## src/rtl/mem_wb_pkg.sv

```systemverilog
// Shared definitions for the MEM/WB stage: control-flag bit layout, packed control type, NOP encoding.
package mem_wb_pkg;

    localparam int CTRL_BITS       = 8;

    localparam int CTRL_REG_WRITE  = 0;
    localparam int CTRL_MEM_TO_REG = 1;
    localparam int CTRL_MEM_READ   = 2;
    localparam int CTRL_MEM_WRITE  = 3;
    localparam int CTRL_BRANCH     = 4;
    localparam int CTRL_JUMP       = 5;
    localparam int CTRL_ALU_SRC    = 6;
    localparam int CTRL_HALT       = 7;

    // Field order mirrors the bit indices above (regWrite is bit 0).
    typedef struct packed {
        logic halt;
        logic aluSrc;
        logic jump;
        logic branch;
        logic memWrite;
        logic memRead;
        logic memToReg;
        logic regWrite;
    } ctrl_t;

    localparam logic [31:0] NOP_IR = 32'h0;

    function automatic logic ctrlRegWrite(input ctrl_t ctrl);
        return ctrl.regWrite;
    endfunction

endpackage

```

## src/rtl/mem_wb_stage_skid.sv

```systemverilog
// Generic 2-entry valid/ready skid buffer; upstream ready comes only from the skid-valid flop and rst.
module pipe_skid_buf #(
    parameter int W = 8
) (
    input  logic         clk,
    input  logic         rst,
    input  logic         flush,
    input  logic         inValid,
    output logic         inReady,
    input  logic [W-1:0] inData,
    output logic         outValid,
    input  logic         outReady,
    output logic [W-1:0] outData
);

    logic         vld_p1;
    logic         skidVld_p1;
    logic [W-1:0] data_p1;
    logic [W-1:0] skidData_p1;
    logic         accept;
    logic         retire;

    assign inReady  = ~skidVld_p1 & ~rst;
    assign accept   = inValid & inReady;
    assign retire   = vld_p1 & outReady;
    assign outValid = vld_p1;
    assign outData  = data_p1;

    // ---- stage p1: main (output) register and skid register ----
    always_ff @(posedge clk) begin
        if (rst) begin
            vld_p1      <= 1'b0;
            skidVld_p1  <= 1'b0;
            data_p1     <= '0;
            skidData_p1 <= '0;
        end else if (flush) begin
            // Data is left as-is; only the valid bits are killed.
            vld_p1     <= 1'b0;
            skidVld_p1 <= 1'b0;
        end else if (skidVld_p1) begin
            // inReady is low here, so no accept can coincide with the refill.
            if (retire) begin
                data_p1    <= skidData_p1;
                vld_p1     <= 1'b1;
                skidVld_p1 <= 1'b0;
            end
        end else if (!vld_p1 || retire) begin
            vld_p1 <= accept;
            if (accept) begin
                data_p1 <= inData;
            end
        end else if (accept) begin
            skidData_p1 <= inData;
            skidVld_p1  <= 1'b1;
        end
    end

endmodule

```

## src/rtl/mem_wb_stage.sv

```systemverilog
// MEM/WB pipeline stage: writeback mux at capture, skid-buffered handshake, zero-register write guard.
// Optional build macro MEM_WB_PERF_EN adds stall_cnt / bubble_cnt performance counters.
module mem_wb_stage
    import mem_wb_pkg::*;
#(
    parameter int DATA_W         = 32,
    parameter int REG_AW         = 5,
    parameter int CTRL_W         = CTRL_BITS,
    parameter int ZERO_REG_GUARD = 1
) (
    input  logic              clk,
    input  logic              rst,
    input  logic              flush,
    input  logic              in_valid,
    output logic              in_ready,
    input  logic [CTRL_W-1:0] in_ctrl,
    input  logic [DATA_W-1:0] in_ir,
    input  logic [DATA_W-1:0] in_result,
    input  logic [DATA_W-1:0] in_load,
    input  logic [REG_AW-1:0] in_rd,
    output logic              out_valid,
    input  logic              out_ready,
    output logic [CTRL_W-1:0] out_ctrl,
    output logic [DATA_W-1:0] out_ir,
    output logic [DATA_W-1:0] out_wb_data,
    output logic [REG_AW-1:0] out_rd,
    output logic              out_reg_write
`ifdef MEM_WB_PERF_EN
   ,output logic [31:0]       stall_cnt,
    output logic [31:0]       bubble_cnt
`endif
);

    localparam int   PAYLOAD_W = CTRL_W + 2 * DATA_W + REG_AW;
    localparam logic GUARD_ON  = (ZERO_REG_GUARD != 0);

    function automatic logic [DATA_W-1:0] wbSelect(
        input logic              memToReg,
        input logic [DATA_W-1:0] load,
        input logic [DATA_W-1:0] result
    );
        return memToReg ? load : result;
    endfunction

    logic [DATA_W-1:0]    wbData_p0;
    logic [PAYLOAD_W-1:0] payload_p0;
    logic [PAYLOAD_W-1:0] payload_p1;
    logic                 vld_p1;
    logic                 rdIsZero;

    // ---- stage p0: select writeback data and pack the entry ----
    assign wbData_p0  = wbSelect(in_ctrl[CTRL_MEM_TO_REG], in_load, in_result);
    assign payload_p0 = {in_ctrl, in_ir, wbData_p0, in_rd};

    pipe_skid_buf #(
        .W(PAYLOAD_W)
    ) uSkid (
        .clk      (clk),
        .rst      (rst),
        .flush    (flush),
        .inValid  (in_valid),
        .inReady  (in_ready),
        .inData   (payload_p0),
        .outValid (vld_p1),
        .outReady (out_ready),
        .outData  (payload_p1)
    );

    // ---- stage p1: unpack held entry and qualify the register write ----
    assign {out_ctrl, out_ir, out_wb_data, out_rd} = payload_p1;
    assign out_valid     = vld_p1;
    assign rdIsZero      = (out_rd == '0);
    assign out_reg_write = vld_p1 & out_ctrl[CTRL_REG_WRITE] & ~(GUARD_ON & rdIsZero);

`ifdef MEM_WB_PERF_EN
    // Counters wrap naturally and are deliberately untouched by flush.
    always_ff @(posedge clk) begin
        if (rst) begin
            stall_cnt  <= '0;
            bubble_cnt <= '0;
        end else begin
            if (vld_p1 && !out_ready) begin
                stall_cnt <= stall_cnt + 32'd1;
            end
            if (!vld_p1) begin
                bubble_cnt <= bubble_cnt + 32'd1;
            end
        end
    end
`endif

endmodule

```

## config.mk

```make
export PLATFORM = sky130hd
export DESIGN_NAME = mem_wb_stage
export DESIGN_NICKNAME = d
export VERILOG_FILES = /design/src/rtl/mem_wb_pkg.sv /design/src/rtl/mem_wb_stage_skid.sv /design/src/rtl/mem_wb_stage.sv
export SDC_FILE = /design/constraint.sdc
export NUM_CORES = 1
export LEC_CHECK = 0
export ABC_AREA = 1
export BUFFER_PORTS_ARGS = -buffer_cell sky130_fd_sc_hd__buf_2
export CORE_AREA = 2 2 107 160
export CTS_CLUSTER_DIAMETER = 100
export DETAILED_ROUTE_END_ITERATION = 8
export DIE_AREA = 0 0 109 162
export GPL_TIMING_DRIVEN = 0
export HOLD_SLACK_MARGIN = 0.03
export PLACE_DENSITY_LB_ADDON = 0.08
export SLEW_MARGIN = 20
export SYNTH_ARGS = -nofsm -noshare
export SYNTH_HDL_FRONTEND = slang
export SYNTH_SLANG_ARGS = --single-unit
```

## constraint.sdc

```tcl
create_clock -name clk -period 2.4 [get_ports clk]
set_input_delay 0.36 -clock clk [delete_from_list [all_inputs] [get_ports clk]]
set_output_delay 0.36 -clock clk [all_outputs]
set_load 0.05 [all_outputs]
```

==> flow_metrics.env <==
export IMPL_seqPwrFrac_pct=42.5
export IMPL_path_max_fanout=10
export IMPL_p_leak_nw=4.45
export IMPL_grt_start_max_net_pins=17
export IMPL_avgSynthCellArea_sq_um=6.46
export IMPL_peakVddDrop_uv=442
export IMPL_drc=0
export IMPL_post_cts_buffers=0
export IMPL_crit_type="flop to flop"
export IMPL_port_buffer_count=192
export IMPL_die_h_um=162
export IMPL_rsz0062_at_grt="no"
export IMPL_antenna_found_initial=0
export IMPL_drtIter0Drc=261
export IMPL_overflow=0
export IMPL_swShare_pct=27.7
export IMPL_syn_area_sq_um=7190
export IMPL_slew_limit_headroom_pct=56.9
export IMPL_max_cap_violations=0
export IMPL_ys_ff_latch=156
export IMPL_placed_cells_incl_taps=1511
export IMPL_nNetsFinal=1438
export IMPL_numCtsBuffers=17
export IMPL_post_route_cell_area_sq_um=9020
export IMPL_root_buffer="clkbuf_16"
export IMPL_hold_buffers=0
export IMPL_cp_data_required_time_ns=2.70
export IMPL_n_antenna_cell=0
export IMPL_synth_top_cell_area_share_pct=43.4
export IMPL_end_kind="flop"
export IMPL_p_int_w=0.00459
export IMPL_p_total_w=0.00635
export IMPL_vias_per_cell=4.67
export IMPL_place_congestion=0.817
export IMPL_die_area_sq_um=17700
export IMPL_status="completed"
export IMPL_clockBufferDepth=2
export IMPL_cts_tree="built"
export IMPL_finalCritPeriodShare_pct=73.8
export IMPL_area_delta_synth_final_pct=25.4
export IMPL_insertion_delay_ns=0.42
export IMPL_wirelength_um=20400
export IMPL_pwr_share_clk_pct=44.0
export IMPL_setup_viol=0
export IMPL_dp_hpwl_um=15100
export IMPL_yosys_area_top_type="dfxtp_1"
export IMPL_h_tree_depth=4
export IMPL_coreArea_sq_um=16200
export IMPL_worst_ep_arrival_time_ns=2.07
export IMPL_synthArstFlopShare_pct=0
export IMPL_fmax_mhz=564
export IMPL_rows=57
export IMPL_finalSetupTns_ns=0
export IMPL_synth_commonest_cells="nor2_1, nand2_1, dfxtp_1"
export IMPL_startpoint_type="flop"
export IMPL_final_cells=1542
export IMPL_fin_skew_ns=0.0120
export IMPL_cts_resized=0
export IMPL_pre_cts_slack_ns=0.515
export IMPL_die_x_um=109
export IMPL_synth_most_common_cell="nor2_1"
export IMPL_hold_viol_final=0
export IMPL_vias=7194
export IMPL_yosys_most_used_dff="dfxtp_1"
export IMPL_grt_use_total_pct=23.0
export IMPL_firstDrtPassIters=5
export IMPL_slew_viol_final=0
export IMPL_worst_slew_pin_transition_ns=0.646
export IMPL_synth_cell_type_count=22
export IMPL_setup_ws_ns=0.628
export IMPL_wire_per_inst_um=13.2
export IMPL_grt_pass1_vias=6563
export IMPL_hold_class="primary input to flop"
export IMPL_p_switching_w=0.00176
export IMPL_initial_utilization_pct=44.4
export IMPL_synth_enable_flop_cells=0
export IMPL_cts_num_sinks=156
export IMPL_drtAntennaViolNets=0
export IMPL_grt_pass1_wl_um=32000
export IMPL_num_io_pins=194
export IMPL_synth_cells=1113
export IMPL_period_needed_ns=1.77
export IMPL_power_density_nw_per_um2=704
export IMPL_clkTransAtPathRegs_ns=0.06
export IMPL_yosysWarningCount=0
export IMPL_synth_area_leaders="dfxtp_1, nor2_1, nand2_1, o21ai_0, a21boi_0"
export IMPL_dpl_cell_area_sq_um=8410
export IMPL_synth_nets=1227
export IMPL_combPwrFrac_pct=13.4
export IMPL_yosysSeqAreaShare_pct=43.4
export IMPL_drive_above_1_share_pct=19.8
## worst paths after layout
path | from | endpoint | slack [ns] | cells after the start
setup reg to reg | uSkid.outValid$_SDFFE_PP0P_ | uSkid.skidData_p1[36]$_SDFFE_PP0P_ | 0.63 | 7
hold reg to reg | uSkid.outData[47]$_SDFFE_PP0P_ | uSkid.outData[47]$_SDFFE_PP0P_ | 0.47 | 2
setup / recovery | uSkid.outValid$_SDFFE_PP0P_ | uSkid.skidData_p1[36]$_SDFFE_PP0P_ | 0.63 | 7
hold / removal | in_ir[2] | uSkid.skidData_p1[39]$_SDFFE_PP0P_ | 0.20 | 3
## state kept, by name, indices dropped and copies added, names as in the netlist
register           cells
uSkid.skidData_p1     77
uSkid.outValid         1
uSkid.skidVld_p1       1
uSkid.outData         77
## stage by stage
step	utilization, %	hold WS [ns]
2_1_floorplan	-	0.455
3_3_place_gp	52.0	0.461
3_5_place_dp	52.0	0.468
4_1_cts	55.7	0.189
5_1_grt	55.7	0.214
6_report	55.7	0.200
## power groups by stage
stage | clock network, W | logic [W] | registers [W]
global placement | 0 | 0.000854 | 0.00276
floorplan | 0 | 0.000346 | 0.00300
detailed placement | 0 | 0.000858 | 0.00276
finish | 0.00280 | 0.000854 | 0.00270
global route | 0.00294 | 0.000950 | 0.00271
CTS | 0.00284 | 0.000862 | 0.00270
## area by class of cell
cell class,instances,area (sq um)
Sequential cell,156,3120
Timing Repair Buffer,192,961
Inverter,72,270
Fill cell,1674,7170
Multi-Input combinational cell,809,3450
Buffer,76,349
Clock buffer,19,443
Clock inverter,12,163
Tap cell,206,258
## critical path, stage by stage, from the launching register on
cell and delay, ns:
dfxtp_1 0.44, inv_1 0.10, nor2_2 0.14, nand4_2 0.20, buf_2 0.27, clkbuf_1 0.25, o21ai_0 0.21, nor2_1 0.05
## cells by family (layout without fill, tap and decap cells)
| kind of cell | after synthesis | in the layout | share of synthesized area [%] |
|---|---|---|---|
| AND/OR/NAND/NOR | 653 | 653 | 35.6 |
| AO/OA/AOI/OAI | 156 | 156 | 12.4 |
| flip-flops | 156 | 156 | 43.4 |
| buffers and inverters | 148 | 371 | 8.61 |
## placed cells by master (no fill, tap or decap), drive strengths merged
master / synthesis / final
buf: 40 / 232
nand3b: 1 / 1
clkinv: 0 / 1
nor3b: 1 / 1
clkbuf: 36 / 55
nand2: 288 / 288
clkinvlp: 0 / 5
a21oi: 2 / 2
nor3: 1 / 1
nand4: 1 / 1
inv: 72 / 75
nor2: 313 / 313
o21ai: 109 / 109
nand3: 48 / 48
a21boi: 45 / 45
dfxtp: 156 / 156
bufinv: 0 / 3
## layer usage
layer | vias up | global-route usage [%] | wire [um]
met3 | 14 | 4.61 | 1170
met5 | - | 0 | 0
met1 | 3151 | 26.8 | 8670
met2 | 177 | 41.4 | 10300
met4 | 0 | 7.40 | 211
li1 | 3852 | - | -
Power figures use the tool's default switching activity.
